## config.mk

```make
export PLATFORM = sky130hd
export DESIGN_NAME = arm_control_fsm
export DESIGN_NICKNAME = d
export VERILOG_FILES = /design/src/rtl/arm_ctrl_pkg.sv /design/src/rtl/mfc_wait_timer.sv /design/src/rtl/arm_control_fsm.sv
export SDC_FILE = /design/constraint.sdc
export NUM_CORES = 1
export LEC_CHECK = 0
export BUFFER_PORTS_ARGS = -buffer_cell sky130_fd_sc_hd__buf_2
export CORE_MARGIN = 2
export CORE_UTILIZATION = 44
export DETAILED_ROUTE_END_ITERATION = 10
export GPL_TIMING_DRIVEN = 0
export PLACE_DENSITY = 0.95
export SETUP_SLACK_MARGIN = 0.15
export SYNTH_ARGS = -nofsm -noshare
export SYNTH_HDL_FRONTEND = slang
export SYNTH_HIERARCHICAL = 1
export SYNTH_SLANG_ARGS = --single-unit
```

## constraint.sdc

```tcl
create_clock -name clk -period 4.3 [get_ports clk]
set_input_delay 0.43 -clock clk [delete_from_list [all_inputs] [get_ports clk]]
set_output_delay 0.43 -clock clk [all_outputs]
set_load 0.05 [all_outputs]
```

## src/rtl/arm_ctrl_pkg.sv

```systemverilog
// arm_ctrl_pkg: state codes, ALU/B-mux encodings and instruction-class
// fields shared by the ARM control FSM and its wait timer.
package arm_ctrl_pkg;

    typedef enum logic [3:0] {
        S_RST  = 4'd0,
        S_F0   = 4'd1,
        S_F1   = 4'd2,
        S_F2   = 4'd3,
        S_DEC  = 4'd4,
        S_DP   = 4'd5,
        S_LSA  = 4'd6,
        S_LSR  = 4'd7,
        S_LSWB = 4'd8,
        S_LSMD = 4'd9,
        S_LSW  = 4'd10,
        S_BRL  = 4'd11,
        S_BR   = 4'd12
    } state_t;

    localparam logic [3:0] ALU_ADD = 4'b0100;
    localparam logic [3:0] ALU_SUB = 4'b0010;
    localparam logic [3:0] ALU_MOV = 4'b1101;

    localparam logic [1:0] B_SHIFT = 2'd0;
    localparam logic [1:0] B_FOUR  = 2'd1;
    localparam logic [1:0] B_MDR   = 2'd2;
    localparam logic [1:0] B_PC    = 2'd3;

    localparam logic [2:0] CLS_DP_REG = 3'b000;
    localparam logic [2:0] CLS_DP_IMM = 3'b001;
    localparam logic [2:0] CLS_LS_IMM = 3'b010;
    localparam logic [2:0] CLS_LS_REG = 3'b011;
    localparam logic [2:0] CLS_BR     = 3'b101;

    // Unrecognised classes and failed conditions fall back to the next fetch.
    function automatic state_t dec_next(input logic [2:0] cls, input logic bit4,
                                        input logic link, input logic pass);
        if (!pass)
            return S_F0;
        if (cls == CLS_DP_IMM || (cls == CLS_DP_REG && !bit4))
            return S_DP;
        if (cls == CLS_LS_IMM || cls == CLS_LS_REG)
            return S_LSA;
        if (cls == CLS_BR)
            return link ? S_BRL : S_BR;
        return S_F0;
    endfunction

endpackage

```

## src/rtl/mfc_wait_timer.sv

```systemverilog
// mfc_wait_timer: counts cycles spent in a memory wait state without mfc and
// flags the cycle on which the wait must be abandoned.
module mfc_wait_timer #(
    parameter int MFC_TIMEOUT = 15
) (
    input  logic clk,
    input  logic reset,
    input  logic clear,
    input  logic enable,
    input  logic mfc,
    output logic timeout
);

    logic [3:0] count;

    always_ff @(posedge clk or posedge reset) begin
        if (reset)
            count <= 4'd0;
        else if (clear)
            count <= 4'd0;
        else if (enable && !mfc)
            count <= count + 4'd1;
    end

    assign timeout = enable && !mfc && count == 4'(MFC_TIMEOUT - 1);

endmodule

```

## src/rtl/arm_control_fsm.sv

```systemverilog
// arm_control_fsm: multi-cycle Moore control unit sequencing fetch, decode
// and execute for data-processing, word load/store and branch instructions.
module arm_control_fsm
    import arm_ctrl_pkg::*;
#(
    parameter int MFC_TIMEOUT = 15
) (
    input  logic        clk,
    input  logic        reset,
    input  logic [31:0] ir,
    input  logic        cond_pass,
    input  logic        mfc,
    output logic        ir_ld,
    output logic        pc_ld,
    output logic        mar_ld,
    output logic        mdr_ld,
    output logic        rf_ld,
    output logic        s_ld,
    output logic        mem_en,
    output logic        mem_rw,
    output logic [3:0]  alu_op,
    output logic        a_sel,
    output logic [1:0]  b_sel,
    output logic        mar_src,
    output logic        mdr_src,
    output logic        rd_lr,
    output logic        bus_err,
    output logic [3:0]  state
);

    state_t cur, nxt;
    logic in_wait, timeout, unused_ir;

    assign in_wait   = cur inside {S_F1, S_LSR, S_LSW};
    assign bus_err   = timeout;
    assign state     = cur;
    assign unused_ir = ^{ir[31:28], ir[19:5], ir[3:0]};

    // The counter is held clear outside wait states, so every wait starts at 0.
    mfc_wait_timer #(.MFC_TIMEOUT(MFC_TIMEOUT)) u_timer (
        .clk    (clk),
        .reset  (reset),
        .clear  (!in_wait),
        .enable (in_wait),
        .mfc    (mfc),
        .timeout(timeout)
    );

    always_ff @(posedge clk or posedge reset) begin
        if (reset)
            cur <= S_RST;
        else
            cur <= nxt;
    end

    always_comb begin
        nxt     = cur;
        ir_ld   = 1'b0;
        pc_ld   = 1'b0;
        mar_ld  = 1'b0;
        mdr_ld  = 1'b0;
        rf_ld   = 1'b0;
        s_ld    = 1'b0;
        mem_en  = 1'b0;
        mem_rw  = 1'b0;
        alu_op  = 4'd0;
        a_sel   = 1'b0;
        b_sel   = B_SHIFT;
        mar_src = 1'b0;
        mdr_src = 1'b0;
        rd_lr   = 1'b0;
        case (cur)
            S_RST: nxt = S_F0;
            S_F0: begin
                mar_ld = 1'b1;
                pc_ld  = 1'b1;
                alu_op = ALU_ADD;
                a_sel  = 1'b1;
                b_sel  = B_FOUR;
                nxt    = S_F1;
            end
            S_F1, S_LSR: begin
                mem_en = 1'b1;
                mem_rw = 1'b1;
                mdr_ld = 1'b1;
                nxt    = mfc ? (cur == S_F1 ? S_F2 : S_LSWB) : timeout ? S_F0 : cur;
            end
            S_F2: begin
                ir_ld = 1'b1;
                nxt   = S_DEC;
            end
            S_DEC: nxt = dec_next(ir[27:25], ir[4], ir[24], cond_pass);
            S_DP: begin
                alu_op = ir[24:21];
                s_ld   = ir[20];
                rf_ld  = ir[24:23] != 2'b10;
                nxt    = S_F0;
            end
            S_LSA: begin
                mar_ld  = 1'b1;
                mar_src = 1'b1;
                alu_op  = ir[23] ? ALU_ADD : ALU_SUB;
                nxt     = ir[20] ? S_LSR : S_LSMD;
            end
            S_LSWB: begin
                rf_ld  = 1'b1;
                alu_op = ALU_MOV;
                b_sel  = B_MDR;
                nxt    = S_F0;
            end
            S_LSMD: begin
                mdr_ld  = 1'b1;
                mdr_src = 1'b1;
                nxt     = S_LSW;
            end
            S_LSW: begin
                mem_en = 1'b1;
                nxt    = (mfc || timeout) ? S_F0 : S_LSW;
            end
            S_BRL: begin
                rf_ld  = 1'b1;
                rd_lr  = 1'b1;
                alu_op = ALU_MOV;
                b_sel  = B_PC;
                nxt    = S_BR;
            end
            S_BR: begin
                pc_ld  = 1'b1;
                alu_op = ALU_ADD;
                a_sel  = 1'b1;
                nxt    = S_F0;
            end
            default: nxt = S_RST;
        endcase
    end

endmodule

```

Word-level counts from Yosys, hierarchy flattened
Cells that the tools add are included.
- add/sub/neg operators: 1
- equality and inequality tests: 20
- mux-type cells: 45
- reduce and logical (&&, ||, !) cells: 18
- operators with widths (operator ; number):
    $mux W4 ; 15
    $pmux W4 S9 ; 1
    $eq A4 B4 Y1 const B ; 6
    $mux W1 ; 24
    $eq A4 B3 Y1 const B ; 4
    $pmux W4 S4 ; 1
    $eq A4 B2 Y1 const B ; 2
    $reduce_or A2 Y1 ; 4
    $eq A3 B2 Y1 const B ; 2
    $mux W3 ; 2
    $pmux W2 S3 ; 1
    $reduce_or A3 Y1 ; 2
    $add A4 B1 Y4 const B ; 1
    $eq A4 B1 Y1 const B ; 1
    $logic_not A4 Y1 ; 1
    $ne A2 B2 Y1 const B ; 2
    $reduce_or A4 Y1 ; 1
    $eq A3 B1 Y1 const B ; 1
    $eq A3 B3 Y1 const B ; 1
    $logic_and A1 B1 Y1 ; 3
    $logic_not A3 Y1 ; 1
    $logic_or A1 B1 Y1 ; 3
    $ne A3 B3 Y1 const B ; 1
    $reduce_bool A3 Y1 ; 1
    2 further kinds ; 3
- register bits after elaboration: 8
- input bits: 36
- output and inout bits: 23
- word-level logic and storage cells: 86

Logic depth before layout (Yosys ltp)
- depth after elaboration: 18
- mapped depth: 10

Cells and area by module
Netlist, hierarchy kept.
- modules (own cells, without submodules) (module ; instances ; cells an instance ; area an instance (um2)):
    arm_control_fsm ; 1 ; 102 ; 654.4
    mfc_wait_timer ; 1 ; 21 ; 227.7

Worst setup path before layout
OpenSTA, ideal clock, no wires.
- path type: register -> register
- start point: register cur[0], in the netlist state[0]
- end point: register cur[3], in the netlist state[3]
- arrival time: 3.040 ns
- path slack: 1.134 ns
- cell stages (with the launch flop): 10
- period minus slack after synthesis: 3.166 ns
- path through: dfrtp_1 -> and3b_1 -> clkbuf_2 -> o21bai_1 -> and2_1 -> nor2b_4 -> and4_2 -> nor2_1 -> a22o_1 -> a221o_1
- word-level cells in the longest chain between the ends: 7
- ends and longest elaborated chain (element ; RTL line ; source):
    start: declaration ; arm_control_fsm.sv:31 ; state_t cur, nxt;
    start signal: assignment ; arm_control_fsm.sv:53 ; cur <= nxt;
    $eq A4 B2 Y1 (tied with other cells) ; arm_control_fsm.sv:34 ; assign in_wait = cur inside {S_F1, S_LSR, S_LSW};
    $reduce_bool A3 Y1 * ; arm_control_fsm.sv:34 ;
    $logic_and A1 B1 Y1 * (2 in a row) ; mfc_wait_timer.sv:25 ; assign timeout = enable && !mfc && count == 4'(MFC_TIMEOUT - 1);
    via bus_err ; arm_control_fsm.sv:27 ; output logic bus_err,
    $logic_or A1 B1 Y1 ; arm_control_fsm.sv:118 ; nxt = (mfc || timeout) ? S_F0 : S_LSW;
    $mux W4 ; arm_control_fsm.sv:118 ;
    $pmux W4 S9 ; arm_control_fsm.sv:72 ; case (cur)
Mark *: on every way through the listed nets, which the timed path passes. The rest lies on a longest branch.
A chain may end at the register's enable or synchronous reset.

Final worst setup path
- start point: register cur[0], in the netlist state[0]
- end point: output bus_err
- word-level cells in the longest chain between the ends: 4
- ends and longest elaborated chain (element ; RTL line):
    $eq A4 B2 Y1 (tied with other cells) ; arm_control_fsm.sv:34
    $reduce_bool A3 Y1 * ; arm_control_fsm.sv:34
    $logic_and A1 B1 Y1 * (2 in a row) ; mfc_wait_timer.sv:25
    end: declaration ; arm_control_fsm.sv:27
Every way passes the cells marked *; elsewhere a longest branch is shown, timed or not.

==> results_dict.tcl <==
set metrics [dict create \
    status "finished, final reports clean" \
    die_y_microns 48.8 \
    num_vias 1033 \
    fmax_ghz 0.373 \
    grt_usage 0.207 \
    cap_violations 0 \
    grt_pass1_vias 968 \
    netlist_area_sq_um 882 \
    wl_per_cell_microns 12.7 \
    p_sw_w 0.000586 \
    layout.nets 201 \
    vias_per_cell 5.49 \
    use_met1 0.231 \
    synth_top_area_frac 0.227 \
    start_util 0.459 \
    grtUsageMet3 0.0399 \
    cts_tree "built" \
    p_clk_frac 0.059 \
    seq_area_sq_um 200 \
    place_congestion 0.954 \
    hold_violations 0 \
    regToRegEndpoint "state[3]$_DFFE_PP0P_" \
    synth_top_flop_cell "dfrtp_1" \
    num-fill-cells 175 \
    grt_pass1_wl_microns 4000 \
    synth_fp_nets 161 \
    synth-compound-area-share 0.218 \
    die_w_microns 48.8 \
    synthArstFlopShare 1.00 \
    use_met2 0.381 \
    power_frac_seq 0.137 \
    synthCells 123 \
    clock_path_buffers 2 \
    synth_area_leaders "dfrtp_1 23%, nor2b_1 7.1%, a21oi_1 6.8%" \
    synth-simple-area-share 0.396 \
    synth_top_cell_by_area "dfrtp_1" \
    setup_tns_ns 0 \
    diodes 0 \
    reg2reg_setup_slack_ns 1.83 \
    p_int_w 0.000328 \
    swShare 0.641 \
    ys_ff_latch 8 \
    postRouteAntennaNets 0 \
    crit_path_start_kind "register" \
    peakVddDrop_uv 510 \
    antenna_found_initial 0 \
    busiest_layer "met2" \
    ys_seq_area_frac 0.227 \
    cts_hold_buf 0 \
    relSlewSlack 0.683 \
    multi_input_area_sq_um 607 \
    hold_class "input port to async pin" \
    areaGrowthSynthToFinish_pct 26.2 \
    hold_slack_ns 0.0658 \
    row_count 16 \
    synth_cell_types 40 \
    endpoint_kind "primary output" \
    ioPinCount 59 \
    p_per_area_nw_per_um2 821 \
    drc 0 \
    synth_xor_area_frac 0.0199 \
    rsz0062_at_grt "false" \
    worstRegToRegCells 9 \
    dr.pass1.iters 4 \
    finalSetupViolCount 0 \
    layout_commonest_cell "buf_2" \
    cts-buffers-inserted 3 \
    cts_max_level 1 \
    place_hpwl_microns 1940 \
    pwr-share-comb 0.804 \
    io_buffers 35 \
    synth_top_family_by_area "simple AND/OR/NAND/NOR gates" \
    worst_pin_slew_ns 0.469 \
    drt-initial-drc-count 50 \
    r2r-start "state[0]$_DFFE_PP0P_" \
    slew_violations 0 \
    synth-edff-count 0 \
    dp.cells 185 \
    p_leak_nw 0.593 \
    fin_ws_ns 1.62 \
    grt_max_degree 11 \
    grt.overflow.total 0 \
    final_cell_mix "40 x buf_2, 14 x nor2_1, 12 x a21oi_1" \
    dieArea_sq_um 2380 \
    fin_crit_sh 0.623 \
    drive_gt1_frac 0.304 \
    worstPathArrival_ns 2.25 \
    crit_type "register to primary output" \
    cp.required_ns 3.87 \
    finClkSkew_ns 0.00544 \
    cp-startpoint "state[0]$_DFFE_PP0P_" \
    fin_cells 188 \
    fin_util 0.579 \
    postCtsSetupBuffers 0 \
    min_period_ns 2.68 \
    synthMuxAreaShare 0.0255 \
    synthAdderAreaFrac 0.0284 \
    post_cts_resized 0 \
    fp.coreArea_sq_um 1920 \
    path_clk_slew_ns 0.05 \
    critPathMaxFanout 10 \
    syn_avg_cell_area_sq_um 7.17 \
    clk_latency_ns 0.25 \
    ys_warn_count 6 \
    wl_microns 2390 \
    cts_sinks 8 \
    pre_cts_ws_ns 1.89 \
    root_buffer "clkbuf_4" \
]
-- area by class of cell --
type | count | share of cell area
buffer | 8 | 0.0404
multi-input combinational | 99 | 0.545
tap | 27 | 0.0303
timing repair buffer | 35 | 0.157
sequential | 8 | 0.180
clock buffer | 3 | 0.0202
inverter | 8 | 0.0270
-- flip-flops by register name, summed over array words and instances (netlist names) --
name	flops
state	4
u_timer/count	4
-- critical path, stage by stage (launching register included) --
cell,delay [ns]
dfrtp_1,0.49
and3b_1,0.20
clkbuf_2,0.18
o21bai_1,0.16
and2_1,0.22
nor2b_4,0.21
and4_2,0.28
buf_2,0.27
-- power groups by stage --
stage | registers, W | clock network, W | logic [W]
after global routing | 0.000128 | 0.0000603 | 0.000781
after floorplan | 0.000173 | 0 | 0.000530
final | 0.000125 | 0.0000543 | 0.000735
after CTS | 0.000123 | 0.0000571 | 0.000732
after global placement | 0.000124 | 0 | 0.000715
after detailed placement | 0.000124 | 0 | 0.000730
-- per-stage QoR --
stage / instance area, sq um / total power [W]
global placement: 1090 / 0.000838
detailed placement: 1090 / 0.000855
global route: 1110 / 0.000969
floorplan: 882 / 0.000703
CTS: 1110 / 0.000912
finish: 1110 / 0.000914
-- cells in the mapped netlist (2+ instances only) --
library cell	n
nand2b_1	5
dfrtp_1	8
nor3_1	5
nand3_1	5
ha_1	2
a22oi_1	2
o221ai_1	2
buf_4	2
nor2_1	14
nor2b_1	10
and2_1	4
inv_1	8
a21oi_1	12
nand2_1	6
nor3b_1	2
o21ai_0	6
buf_2	5
and3_1	3
-- cell families (layout without fill, tap and decap cells) --
| group | after synthesis | after routing |
|---|---|---|
| DFF | 8 | 8 |
| xor gates and xnor gates | 2 | 2 |
| buffers and inverters | 16 | 54 |
| muxes | 2 | 2 |
| and+or+nand+nor | 62 | 62 |
| adders and majority gates | 2 | 2 |
| AOI/OAI and AO/OA | 31 | 31 |
-- worst max path at each step --
stage | endpoint | slack (ns) | depth (start not counted)
finish | bus_err | 1.62 | 7
global route | bus_err | 1.48 | 7
CTS | bus_err | 1.64 | 7
detailed placement | state[3]$_DFFE_PP0P_ | 1.89 | 9
global placement | state[3]$_DFFE_PP0P_ | 1.96 | 9
floorplan | state[3]$_DFFE_PP0P_ | 1.13 | 9
-- layer usage --
metal | up-vias | wire length [microns]
li1 | 508 | -
met1 | 484 | 1010
met2 | 35 | 1260
met3 | 6 | 101
met4 | 0 | 19
met5 | - | 0
Note: power is estimated with default switching activity, not from simulation.
